**config.mk**
```make
export PLATFORM = sky130hd
export DESIGN_NAME = fp_fma_arbiter
export DESIGN_NICKNAME = d
export VERILOG_FILES = /design/src/rtl/fp_fma_arbiter.sv
export SDC_FILE = /design/constraint.sdc
export NUM_CORES = 1
export LEC_CHECK = 0
export CAP_MARGIN = 10
export CELL_PAD_IN_SITES_DETAIL_PLACEMENT = 0
export CELL_PAD_IN_SITES_GLOBAL_PLACEMENT = 1
export CORE_ASPECT_RATIO = 1.5
export CORE_MARGIN = 3
export CORE_UTILIZATION = 27
export CTS_BUF_LIST = sky130_fd_sc_hd__clkbuf_16
export DETAILED_ROUTE_END_ITERATION = 8
export PLACE_DENSITY_LB_ADDON = 0.1
export SYNTH_ARGS = -nofsm -noshare
export SYNTH_HDL_FRONTEND = slang
export SYNTH_SLANG_ARGS = --single-unit
```
**constraint.sdc**
```tcl
create_clock -name clk -period 3.1 [get_ports clk]
set_input_delay 0.62 -clock clk [delete_from_list [all_inputs] [get_ports clk]]
set_output_delay 0.62 -clock clk [all_outputs]
set_load 0.01 [all_outputs]
```
**src/rtl/fp_fma_arbiter.sv**
```systemverilog
// fp_fma_arbiter
//   Shares one multi-cycle fused multiply-add unit between two requesters
//   (0: integer/FP issue pipeline, 1: auxiliary FP issue port). Round-robin
//   grant with exactly one operation in flight. Resolves the dynamic rounding
//   mode, drives the unit start/done handshake, returns tagged results with
//   fflags, and handles flush, a done watchdog and sticky accrued flags.
//
// Ports
//   clk, reset_n           clock, async active-low reset
//   req_valid/req_ready    per-requester handshake (index 1 = upper slice)
//   req_op/rm/a/b/c/tag    packed {req1,req0} request payload
//   flush                  per-requester cancel of its in-flight operation
//   frm                    dynamic rounding mode used when rm = 3'b111
//   fu_*                   FMA unit command, status and result
//   rsp_*                  tagged response, held until rsp_ready
//   fflags_accrued/_clr    sticky OR of delivered fflags, and its clear
//
// State table
//   IDLE  | waiting for a qualified request; req_ready asserted for the grant
//   ISSUE | operation latched; pulse fu_start once the unit is not busy
//   WAIT  | unit running; watchdog counting down towards timeout
//   RESP  | response presented until rsp_ready (or dropped on owner flush)

module fp_fma_arbiter #(
  parameter int FLEN    = 32,
  parameter int TAG_W   = 5,
  parameter int TIMEOUT = 32
) (
  input  logic                 clk,
  input  logic                 reset_n,
  input  logic [1:0]           req_valid,
  output logic [1:0]           req_ready,
  input  logic [3:0]           req_op,
  input  logic [5:0]           req_rm,
  input  logic [2*FLEN-1:0]    req_a,
  input  logic [2*FLEN-1:0]    req_b,
  input  logic [2*FLEN-1:0]    req_c,
  input  logic [2*TAG_W-1:0]   req_tag,
  input  logic [1:0]           flush,
  input  logic [2:0]           frm,
  output logic                 fu_start,
  output logic [1:0]           fu_fma_op,
  output logic [2:0]           fu_rm,
  output logic [FLEN-1:0]      fu_a,
  output logic [FLEN-1:0]      fu_b,
  output logic [FLEN-1:0]      fu_c,
  input  logic                 fu_busy,
  input  logic                 fu_done,
  input  logic [FLEN-1:0]      fu_result,
  input  logic                 fu_nv,
  input  logic                 fu_of,
  input  logic                 fu_uf,
  input  logic                 fu_nx,
  output logic                 rsp_valid,
  input  logic                 rsp_ready,
  output logic                 rsp_id,
  output logic [TAG_W-1:0]     rsp_tag,
  output logic [FLEN-1:0]      rsp_result,
  output logic [4:0]           rsp_fflags,
  output logic                 rsp_err,
  output logic [4:0]           fflags_accrued,
  input  logic                 fflags_clr
);

  localparam int TMR_W = $clog2(TIMEOUT);
  localparam logic [FLEN-1:0] CANON_NAN = (FLEN == 64) ? FLEN'(64'h7FF8000000000000)
                                                       : FLEN'(32'h7FC00000);

  typedef enum logic [1:0] {
    S_IDLE  = 2'd0,
    S_ISSUE = 2'd1,
    S_WAIT  = 2'd2,
    S_RESP  = 2'd3
  } state_t;

  state_t            state_q, state_d;
  logic              ptr_q, ptr_d;
  logic              owner_q, owner_d;
  logic              kill_q, kill_d;
  logic [TMR_W-1:0]  tmr_q, tmr_d;
  logic [1:0]        op_q, op_d;
  logic [2:0]        rm_q, rm_d;
  logic [FLEN-1:0]   a_q, a_d;
  logic [FLEN-1:0]   b_q, b_d;
  logic [FLEN-1:0]   c_q, c_d;
  logic [TAG_W-1:0]  tag_q, tag_d;
  logic [FLEN-1:0]   res_q, res_d;
  logic [4:0]        flags_q, flags_d;
  logic              err_q, err_d;
  logic [4:0]        accr_q, accr_d;

  logic [1:0]        qual;
  logic              gnt_vld;
  logic              gnt_id;
  logic [2:0]        rm_sel;
  logic [2:0]        rm_res;
  logic              rm_illegal;
  logic              owner_flush;
  logic              kill_nxt;

  // A flushing requester never competes; on a tie the pointer side wins.
  assign qual    = req_valid & ~flush;
  assign gnt_vld = |qual;
  assign gnt_id  = (&qual) ? ptr_q : qual[1];

  assign rm_sel     = gnt_id ? req_rm[5:3] : req_rm[2:0];
  assign rm_res     = (rm_sel == 3'b111) ? frm : rm_sel;
  assign rm_illegal = rm_res[2] && (rm_res[1:0] != 2'b00);

  assign owner_flush = flush[owner_q];
  // A flush arriving on the same cycle as done/timeout still kills the op.
  assign kill_nxt    = kill_q | owner_flush;

  always_comb begin
    state_d   = state_q;
    ptr_d     = ptr_q;
    owner_d   = owner_q;
    kill_d    = kill_q;
    tmr_d     = tmr_q;
    op_d      = op_q;
    rm_d      = rm_q;
    a_d       = a_q;
    b_d       = b_q;
    c_d       = c_q;
    tag_d     = tag_q;
    res_d     = res_q;
    flags_d   = flags_q;
    err_d     = err_q;
    accr_d    = accr_q;
    req_ready = 2'b00;
    fu_start  = 1'b0;

    case (state_q)
      S_IDLE: begin
        if (gnt_vld) begin
          req_ready = gnt_id ? 2'b10 : 2'b01;
          owner_d   = gnt_id;
          op_d      = gnt_id ? req_op[3:2] : req_op[1:0];
          rm_d      = rm_res;
          a_d       = gnt_id ? req_a[2*FLEN-1:FLEN] : req_a[FLEN-1:0];
          b_d       = gnt_id ? req_b[2*FLEN-1:FLEN] : req_b[FLEN-1:0];
          c_d       = gnt_id ? req_c[2*FLEN-1:FLEN] : req_c[FLEN-1:0];
          tag_d     = gnt_id ? req_tag[2*TAG_W-1:TAG_W] : req_tag[TAG_W-1:0];
          kill_d    = 1'b0;
          if (rm_illegal) begin
            // Reserved rounding mode: answer directly, unit untouched.
            res_d   = CANON_NAN;
            flags_d = 5'b00000;
            err_d   = 1'b1;
            state_d = S_RESP;
          end else begin
            err_d   = 1'b0;
            state_d = S_ISSUE;
          end
        end
      end

      S_ISSUE: begin
        if (owner_flush) begin
          ptr_d   = ~owner_q;
          state_d = S_IDLE;
        end else if (!fu_busy) begin
          fu_start = 1'b1;
          // Down-counter reaches zero in the cycle TIMEOUT-1 after start,
          // so a missing done yields a response TIMEOUT cycles after start.
          tmr_d    = TMR_W'(TIMEOUT - 2);
          state_d  = S_WAIT;
        end
      end

      S_WAIT: begin
        kill_d = kill_nxt;
        if (fu_done) begin
          if (kill_nxt) begin
            ptr_d   = ~owner_q;
            state_d = S_IDLE;
          end else begin
            res_d   = fu_result;
            flags_d = {fu_nv, 1'b0, fu_of, fu_uf, fu_nx};
            err_d   = 1'b0;
            state_d = S_RESP;
          end
        end else if (tmr_q == '0) begin
          if (kill_nxt) begin
            ptr_d   = ~owner_q;
            state_d = S_IDLE;
          end else begin
            res_d   = CANON_NAN;
            flags_d = 5'b00000;
            err_d   = 1'b1;
            state_d = S_RESP;
          end
        end else begin
          tmr_d = tmr_q - TMR_W'(1);
        end
      end

      S_RESP: begin
        // Handshake takes precedence over a same-cycle owner flush.
        if (rsp_ready) begin
          accr_d  = accr_q | (err_q ? 5'b00000 : flags_q);
          ptr_d   = ~owner_q;
          state_d = S_IDLE;
        end else if (owner_flush) begin
          ptr_d   = ~owner_q;
          state_d = S_IDLE;
        end
      end

      default: begin
        state_d = S_IDLE;
      end
    endcase

    if (fflags_clr) begin
      accr_d = 5'b00000;
    end
  end

  always_ff @(posedge clk or negedge reset_n) begin
    if (!reset_n) begin
      state_q <= S_IDLE;
      ptr_q   <= 1'b0;
      owner_q <= 1'b0;
      kill_q  <= 1'b0;
      tmr_q   <= '0;
      op_q    <= 2'b00;
      rm_q    <= 3'b000;
      a_q     <= '0;
      b_q     <= '0;
      c_q     <= '0;
      tag_q   <= '0;
      res_q   <= '0;
      flags_q <= 5'b00000;
      err_q   <= 1'b0;
      accr_q  <= 5'b00000;
    end else begin
      state_q <= state_d;
      ptr_q   <= ptr_d;
      owner_q <= owner_d;
      kill_q  <= kill_d;
      tmr_q   <= tmr_d;
      op_q    <= op_d;
      rm_q    <= rm_d;
      a_q     <= a_d;
      b_q     <= b_d;
      c_q     <= c_d;
      tag_q   <= tag_d;
      res_q   <= res_d;
      flags_q <= flags_d;
      err_q   <= err_d;
      accr_q  <= accr_d;
    end
  end

  assign fu_fma_op      = op_q;
  assign fu_rm          = rm_q;
  assign fu_a           = a_q;
  assign fu_b           = b_q;
  assign fu_c           = c_q;
  assign rsp_valid      = (state_q == S_RESP);
  assign rsp_id         = owner_q;
  assign rsp_tag        = tag_q;
  assign rsp_result     = res_q;
  assign rsp_fflags     = flags_q;
  assign rsp_err        = err_q;
  assign fflags_accrued = accr_q;

endmodule
```
[Word level (Yosys, flattened, before mapping)]
Index checks and enable logic that the tools add are counted.
Cells by class
  $lt $le $gt $ge: 1
  equal/unequal tests: 14
  reduce and logical (&&, ||, !) cells: 19
  bitwise operators: 5
  multiplexer cells: 64
  add/subtract/negate cells: 1
Operators by type and width (number)
  $mux W32: 9
  $mux W5: 15
  $pmux W32 S2: 1
  $mux W2: 13
  $pmux W5 S2: 2
  $mux W1: 18
  $ne A2 B2 Y1 const B: 7
  $reduce_and A2 Y1: 5
  $reduce_and A5 Y1: 2
  $reduce_bool A2 Y1: 5
  $pmux W2 S4: 1
  $reduce_and A4 Y1: 2
  $mux W3: 2
  $ne A3 B3 Y1 const B: 2
  $logic_not A5 Y1: 1
  $or A5 B5 Y5: 1
  $sub A5 B1 Y5 const B: 1
  $eq A2 B2 Y1 const B: 2
  $pmux W1 S2: 2
  $eq A3 B3 Y1 const B: 1
  $ne A3 B1 Y1 const B: 1
  $pmux W1 S3: 1
  $reduce_bool A3 Y1: 1
  $and A2 B2 Y2: 1
  other kinds (8): 8
Storage, ports and cells
  input bits: 261
  output and inout port bits: 154
  logic and storage cells: 119
  flip-flop bits (word level): 159

[Logic depth before layout (Yosys ltp)]
Gate-level depths: netlist of the first run.
  word-level depth: 12
  gate-level depth with buffers: 9
  depth with buffers taken out: 6

[Worst setup path after synthesis of the first run]
Ideal clock, no wire load.
  kind: input to output
  start point: input flush[1]
  end point: output req_ready[0]
  arrival time: 1760 ps
  stages on the path: 6
  setup slack: 720 ps
  required time: 2480 ps
  cell sequence: nand2b_1 clkbuf_1 nor2_1 clkbuf_1 buf_2 nor2_1
Between the ends
  word-level cells in the longest chain between the ends: 7
  elaborated cells between the ends (all ways): 8
Ends and longest elaborated chain
  start, declared: RTL line 39  | input logic [1:0] flush,
  $not A2 Y2 (*): RTL line 102  | assign qual = req_valid & ~flush;
  $and A2 B2 Y2 (*): RTL line 102
  $reduce_and A2 Y1: RTL line 104  | assign gnt_id = (&qual) ? ptr_q : qual[1];
  $mux W1: RTL line 104
  $mux W2: RTL line 136  | req_ready = gnt_id ? 2'b10 : 2'b01;
  $mux W2 (*): RTL line 135  | if (gnt_vld) begin
  $mux W2 (*): RTL line 133  | case (state_q)
  end, declared: RTL line 32  | output logic [1:0] req_ready,
Every way passes the cells marked *; elsewhere a longest branch is shown, timed or not.

[Worst setup path after layout of the first run]
Same ends and word-level chain as after synthesis.

==> impl_metrics.yaml, run 1 <==
setup_path:
  cp_common_cell: "clkdlybuf4s50_1"
  crit_start: "flush[1]"
  endpoint: "req_ready[0]"
  worst-endpoint-arrival_ns: 2.32
  cp_data_required_time_ns: 2.48
  path_cells: "clkdlybuf4s50_1 > nand2b_1 > a21o_4 > nor2_2 > clkdlybuf4s50_1"
  critical_path_class: "input pin to output pin"
  rr_worst_depth: 7
  cp-end-kind: "output pin"
  crit_path_start_kind: "input pin"
  crit_fanout: 4
  rr_startpoint: "ptr_q"
  critical-path-slowest-cell: "clkdlybuf4s50_1"
  reg2reg_slack_ns: 0.71
  reg2reg_to: "fu_rm[0]"
  slowest_delay_ns: 0.63
global_routing:
  grt_first_pass_wirelength_um: 42700
  track_usage: 0.203
  grt_pass1_vias: 7091
  overflow: 0
  antenna_found_initial: 2
  grt_max_degree: 68
power:
  power_frac_seq: 0.346
  p_int_uw: 6600
  ir_worst_vdd_uv: 432
  netSwitchingFraction: 0.353
  p_comb_frac: 0.454
  clkPwrFrac: 0.200
  total_power_uw: 10200
  p_leak_uw: 0.00502
  power_density_nw_per_um2: 840
  p_switching_uw: 3610
outcome:
  status: "completed"
placement:
  place.gp.congestion: 0.830
  io_buffers: 412
  place_area_um2: 11600
  place_ws_ns: -0.0119
  dp_hpwl_um: 21500
clock_tree:
  cts.hold.buffers_added: 0
  cts-root-buf: "clkbuf_16"
  clk_pin_slew_ns: 0.06
  cts-resized-gates: 1
  cts_sinks: 157
  cts_tree: "built"
  cts_made_buffers: 17
  clk_path_buf_depth: 2
  htreeDepth: 4
  insertion_delay_ns: 0.43
  cts_setup_buffers: 0
floorplanning:
  die_w_um: 137
  die_area_um2: 27700
  core-area_um2: 25200
  die_y_um: 203
  initial_core_util: 0.276
  fp-row-count: 71
  ioPinCount: 415
logic_synthesis:
  syn_area_um2: 6950
  synth.top_cell.area_share: 0.565
  yosysTopAreaCell: "dfrtp_1"
  postSynthCellCount: 677
  avgSynthCellArea_um2: 10.3
  yosysWarnings: 0
  synth_compound_area_frac: 0.275
  synth_edf_count: 0
  ys_types: 45
  synth-xor-area-share: 0.00378
  async_reset_ff_frac: 1.00
  synth_simple_gate_area_frac: 0.0967
  synth_mux_area_frac: 0.0104
  synthAdderAreaFrac: 0.00360
  synth_top_family_by_area: "compound AO/OA/AOI/OAI gates"
  ys_seq_area_frac: 0.565
  ys_ff_latch: 157
  synth_area_leaders: "dfrtp_1 57%, a22oi_1 11%, o21ai_0 8.1%"
  synth_flop_cell: "dfrtp_1"
final_layout:
  multi_input_area_um2: 2760
  fill_cells: 2466
  final_cell_area_um2: 12100
  finalNetCount: 1348
  drive_gt1_frac: 0.0756
  area_growth_pct: 74.7
  seq_area_um2: 3930
sta:
  rsz0062_at_grt: "no"
  tightest_slew_ns: 0.683
  period_share: 0.948
  finalHoldViolations: 0
  clock_skew_ns: 0.00733
  timing.hold.ws_ns: 0.153
  setup_viol: 0
  period_minus_slack_ns: 2.94
  tns_ns: 0
  setup_ws_ns: 0.161
  fmax_ghz: 0.340
  drv_slew: 0
  maxSlewHeadroom: 0.544
drt:
  drc: 0
  routed_wl_um: 28900
  dr.first_iter.drc_count: 299
  drtAntennaViolNets: 0
  vias: 6919
  viasPerCell: 4.85
  first_pass_iters: 4
  wl_per_cell_um: 20.2
min_path:
  worstHoldPathType: "input pin to async pin"
run:
  drv_cap: 0
==> metal layers <==
metal	track usage	wire length [µm]	share of wire	vias up
li1	-	-	-	3277
met5	0	13	0.00045	-
met3	0.0724	2690	0.093	37
met2	0.353	14700	0.51	295
met4	0.0695	756	0.026	2
met1	0.228	10700	0.37	3308
==> logic make-up (layout without fill, tap and decap cells) <==
kind of cell,after synthesis,count (layout)
fa+ha+maj,2,2
compound gates,279,279
other cells,1,3
buf+inv,72,492
flops,157,157
xor+xnor,3,3
simple gates,156,156
mux,7,7
==> cell usage after synthesis (all sizes together), types with 4 or more instances <==
| library cell | count |
|---|---|
| a22oi | 103 |
| o31ai | 4 |
| o21ai | 112 |
| a22o | 27 |
| nor2 | 12 |
| clkbuf | 43 |
| nor3 | 5 |
| nand2 | 113 |
| buf | 13 |
| mux2i | 5 |
| a21oi | 11 |
| a2bb2oi | 10 |
| dfrtp | 157 |
| inv | 16 |
| nand4 | 4 |
| nand3 | 6 |
==> flip-flops by register name (all words and copies together) (netlist names) <==
register	count
fflags_accrued	4
fu_a	32
fu_b	32
fu_c	32
fu_fma_op	2
fu_rm	3
kill_q	1
ptr_q	1
rsp_err	1
rsp_fflags	4
rsp_id	1
rsp_result	32
rsp_tag	5
state_q	2
tmr_q	5
==> per-stage QoR <==
step | std cells | utilization
2_1_floorplan | 678 | -
3_3_place_gp | 1394 | 0.459
3_5_place_dp | 1394 | 0.459
4_1_cts | 1426 | 0.481
5_1_grt | 1427 | 0.481
6_report | 1427 | 0.481
==> worst min path at each step <==
stage | startpoint | to | depth (start not counted)
after floorplan | reset_n | fflags_accrued[0] | 0
after global placement | fu_b[14] | fu_b[14] | 2
after detailed placement | fu_b[14] | fu_b[14] | 2
after CTS | reset_n | rsp_fflags[4] | 1
after global routing | reset_n | tmr_q[1] | 1
final | reset_n | rsp_result[24] | 1
==> worst max-delay path, delay by kind of cell <==
family	cells	cell delay [ns]
AND/OR/NAND/NOR	2	0.40
buffers and inverters	2	1.05
AO/OA/AOI/OAI	1	0.25
==> layout by cell type, fill, tap and decap left out, types with 3 or more instances in the layout <==
cell type,n
a21oi_1,10
a22o_1,21
a22o_2,6
a22oi_1,103
a2bb2oi_1,8
and2_1,3
buf_12,5
buf_4,27
clkbuf_16,17
clkdlybuf4s50_1,411
clkinv_2,4
clkinvlp_4,3
dfrtp_1,157
inv_1,20
mux2i_1,5
nand2_1,113
nand2b_1,3
nand3_1,6
nand4_1,4
nor2_1,10
nor3_1,5
nor3b_1,3
o21ai_0,112
o31ai_1,4
xor2_1,3
==> power groups by stage <==
stage	Clock [µW]	Sequential [µW]	Combinational (µW)
final	2040	3530	4640
after global routing	2190	3660	5040
after CTS	2120	3540	4730
after detailed placement	0	3570	4700
after global placement	0	3530	4710
after floorplan	0	3930	1420
==> final cells by class <==
cell class	instances	area share
flip-flops and latches	157	0.323
repair buffers	444	0.365
multi-input cells	449	0.227
clock buffers	17	0.0350
well taps	328	0.0338
diodes	1	0.000206
inverters	16	0.00494
clock inverters	15	0.0111
Note: power is estimated with default switching activity, not from simulation.
==> inputs of run 2 (changes only) <==
--- a/config.mk
+++ b/config.mk
@@ -8,7 +8,6 @@
 export CAP_MARGIN = 10
 export CELL_PAD_IN_SITES_DETAIL_PLACEMENT = 0
 export CELL_PAD_IN_SITES_GLOBAL_PLACEMENT = 1
-export CORE_ASPECT_RATIO = 1.5
 export CORE_MARGIN = 3
 export CORE_UTILIZATION = 27
 export CTS_BUF_LIST = sky130_fd_sc_hd__clkbuf_16
==> impl_metrics.yaml, run 2 (synthesis gave the netlist of run 1 again) <==
clock_tree:
  cts-resized-gates: 0
  cts_made_buffers: 17
  cts_setup_buffers: 0
  htreeDepth: 4
  cts_sinks: 157
  cts_tree: "built"
  cts.hold.buffers_added: 0
  clk_pin_slew_ns: 0.07
  clk_path_buf_depth: 2
  insertion_delay_ns: 0.42
  cts-root-buf: "clkbuf_16"
setup_path:
  rr_startpoint: "tmr_q[0]"
  worst-endpoint-arrival_ns: 2.34
  crit_start: "flush[1]"
  rr_worst_depth: 7
  crit_path_start_kind: "input pin"
  reg2reg_to: "rsp_fflags[4]"
  reg2reg_slack_ns: 0.63
  crit_fanout: 5
  critical_path_class: "input pin to output pin"
  cp_data_required_time_ns: 2.48
  endpoint: "req_ready[0]"
  cp-end-kind: "output pin"
final_layout:
  drive_gt1_frac: 0.0681
  area_growth_pct: 74.0
  final_common_cell: "clkdlybuf4s50_1"
  insertedDiodeCount: 0
  final_cell_mix: "411 x clkdlybuf4s50_1, 157 x dfrtp_1, 113 x nand2_1"
  finalNetCount: 1336
sta:
  finalHoldViolations: 0
  setup_ws_ns: 0.135
  period_share: 0.956
  period_minus_slack_ns: 2.96
  fmax_ghz: 0.337
  drv_slew: 0
  clock_skew_ns: 0.0158
  setup_viol: 0
  tightest_slew_ns: 0.963
  timing.hold.ws_ns: 0.164
  maxSlewHeadroom: 0.358
  rsz0062_at_grt: "no"
  tns_ns: 0
floorplanning:
  ioPinCount: 415
  core-area_um2: 25300
  initial_core_util: 0.275
  fp-row-count: 58
  die_w_um: 166
  die_area_um2: 27700
  die_y_um: 166
min_path:
  worstHoldPathType: "input pin to async pin"
global_routing:
  grt_first_pass_wirelength_um: 42300
  track_usage: 0.194
  overflow: 0
  antenna_found_initial: 0
  grt_pass1_vias: 7027
  grt_max_degree: 112
drt:
  drc: 0
  vias: 6809
  wl_per_cell_um: 19.5
  drtAntennaViolNets: 0
  viasPerCell: 4.81
  dr.first_iter.drc_count: 393
  routed_wl_um: 27600
  first_pass_iters: 4
outcome:
  status: "completed"
run:
  drv_cap: 0
power:
  power_density_nw_per_um2: 852
  p_leak_uw: 0.00497
  ir_worst_vdd_uv: 694
placement:
  io_buffers: 412
  place.gp.congestion: 0.802
  dp_hpwl_um: 19800
  place_ws_ns: 0.0855
==> run 2: area by class of cell <==
type / instances / area, µm²
clock buffer: 17 / 425
clock inverter: 15 / 178
fill: 2408 / 13200
inverter: 16 / 60.1
multi-input combinational: 449 / 2750
sequential: 157 / 3930
tap: 330 / 413
timing repair buffer: 432 / 4340
==> run 2: worst min-delay path by stage <==
stage              from           endpoint  slack (ns)
2_1_floorplan   reset_n  fflags_accrued[0]        0.32
3_3_place_gp   fu_b[13]           fu_b[13]        0.46
3_5_place_dp    fu_c[6]            fu_c[6]        0.47
4_1_cts         reset_n           fu_a[28]        0.18
5_1_grt         reset_n           fu_a[22]        0.19
6_report        reset_n           fu_a[22]        0.16
==> run 2: per-layer routing <==
layer / up-vias / GRT usage / wire length, µm
met2: 237 / 0.340 / 14100
met3: 23 / 0.0622 / 2000
met4: 0 / 0.0495 / 503
li1: 3258 / - / -
met1: 3291 / 0.231 / 11000
met5: - / 0 / 0
==> run 2: critical path, cell delays in order <==
cell and delay, ns:
clkdlybuf4s50_1 0.49, nand2b_1 0.31, a21o_4 0.27, nor2_1 0.10, clkdlybuf4s50_1 0.55
==> run 2: power breakdown <==
part	internal (µW)	switching, µW	leakage (µW)
combinational	2420	2150	0.00272
sequential	2980	600	0.00195
clock	1220	934	0.000296
==> run 2: metrics by stage <==
step | utilization | cell area [µm²] | std cells | power [µW]
final | 0.479 | 12100 | 1416 | 10300
after global routing | 0.479 | 12100 | 1416 | 11000
after CTS | 0.479 | 12100 | 1416 | 10500
after detailed placement | 0.455 | 11500 | 1384 | 8260
after global placement | 0.455 | 11500 | 1384 | 8230
after floorplan | - | 6960 | 678 | 5350
==> inputs of run 3 (changes only) <==
==> constraint.sdc (replaced) <==
create_clock -name clk -period 3.3 [get_ports clk]
set_input_delay 0.66 -clock clk [delete_from_list [all_inputs] [get_ports clk]]
set_output_delay 0.66 -clock clk [all_outputs]
set_load 0.01 [all_outputs]
==> impl_metrics.yaml, run 3 (synthesis gave the netlist of run 1 again) <==
clock_tree:
  insertion_delay_ns: 0.42
  cts-resized-gates: 0
  cts-root-buf: "clkbuf_16"
  cts.hold.buffers_added: 0
  clk_path_buf_depth: 2
  cts_tree: "built"
  cts_made_buffers: 17
  cts_sinks: 157
  htreeDepth: 4
  clk_pin_slew_ns: 0.07
  cts_setup_buffers: 0
setup_path:
  crit_start: "req_valid[0]"
  critical-path-slowest-cell: "clkdlybuf4s50_1"
  crit_fanout: 3
  cp-end-kind: "output pin"
  cp_common_cell: "clkdlybuf4s50_1"
  critical_path_class: "input pin to output pin"
  worst-endpoint-arrival_ns: 2.45
  critical_path_buf_inv_count: 3
  path_cells: "clkdlybuf4s50_1 > nor3b_1 > buf_4 > nor2_4 > nor2_1 > clkdlybuf4s50_1"
  crit_family: "buffers and inverters"
  crit_path_start_kind: "input pin"
  slowest_delay_ns: 0.57
  rr_startpoint: "tmr_q[0]"
  cp_data_required_time_ns: 2.64
final_layout:
  final_common_cell: "clkdlybuf4s50_1"
  final_cell_mix: "411 x clkdlybuf4s50_1, 157 x dfrtp_1, 113 x nand2_1"
  drive_gt1_frac: 0.0690
  fill_cells: 2380
  finalNetCount: 1337
  area_growth_pct: 75.0
floorplanning:
  die_w_um: 166
  die_y_um: 166
  core-area_um2: 25300
  initial_core_util: 0.275
  die_area_um2: 27700
  ioPinCount: 415
  fp-row-count: 58
sta:
  clock_skew_ns: 0.0125
  drv_slew: 0
  timing.hold.ws_ns: 0.275
  tns_ns: 0
  fmax_ghz: 0.322
  setup_viol: 0
  tightest_slew_ns: 1.20
  finalHoldViolations: 0
  period_share: 0.942
  maxSlewHeadroom: 0.203
  rsz0062_at_grt: "no"
  setup_ws_ns: 0.191
  period_minus_slack_ns: 3.11
outcome:
  status: "completed"
drt:
  first_pass_iters: 5
  drc: 0
  routed_wl_um: 27600
  wl_per_cell_um: 19.5
  dr.first_iter.drc_count: 443
  viasPerCell: 4.81
  drtAntennaViolNets: 0
  vias: 6823
global_routing:
  antenna_found_initial: 1
  grt_max_degree: 112
  track_usage: 0.195
  grt_pass1_vias: 7074
  overflow: 0
  grt_first_pass_wirelength_um: 42800
power:
  p_leak_uw: 0.00500
  ir_worst_vdd_uv: 326
  power_density_nw_per_um2: 809
placement:
  io_buffers: 412
  place.gp.congestion: 0.827
  dp_hpwl_um: 19900
  place_ws_ns: 0.00304
min_path:
  worstHoldPathType: "input pin to async pin"
run:
  drv_cap: 0
## run 3: cell count changes in the layout (fill, tap and decap cells not counted)
cell        before  now
buf_12           5    6
diode_2          0    1
bufinv_16        2    4
clkinvlp_4       1    0
clkinv_2         2    1
## run 3: report_power, final
group	total (µW)	internal (µW)	switching, µW
logic	4290	2270	2020
clock network	2190	1300	894
registers	3350	2800	556
total	9840	6370	3470
## run 3: layout make-up
class,count,area (µm²),share of cell area
antenna,1,2.50,0.000206
timing repair buffer,433,4360,0.358
sequential,157,3930,0.323
multi-input combinational,449,2750,0.226
tap,330,413,0.0339
inverter,16,60.1,0.00494
clock buffer,17,425,0.0350
clock inverter,15,225,0.0185
## run 3: path summary, 6_finish.rpt
| check | slack [ns] | end | cells after the start |
|---|---|---|---|
| max in group asynchronous | 2.23 | fu_a[27] | 2 |
| max reg2reg | 0.74 | rsp_result[29] | 7 |
| min | 0.27 | fu_a[28] | 1 |
| max | 0.19 | req_ready[0] | 6 |
| min in group clk | 0.48 | fu_c[24] | 2 |
| min reg2reg | 0.48 | fu_c[24] | 2 |
## run 3: routing by layer
metal / up-vias / track usage / routed length, µm / part of all wire
met5: - / 0 / 0 / 0
met1: 3275 / 0.229 / 10800 / 0.39
met3: 28 / 0.0646 / 2160 / 0.078
li1: 3258 / - / - / -
met2: 262 / 0.343 / 14200 / 0.52
met4: 0 / 0.0520 / 466 / 0.017
## run 3: per-stage QoR
stage          power (µW)  instances  cell area, µm²   util
6_report             9840       1418           12200  0.482
5_1_grt             10500       1418           12200  0.482
4_1_cts             10000       1417           12200  0.482
3_5_place_dp         7750       1385           11500  0.456
3_3_place_gp         7740       1385           11500  0.456
2_1_floorplan        5020        678            6960      -
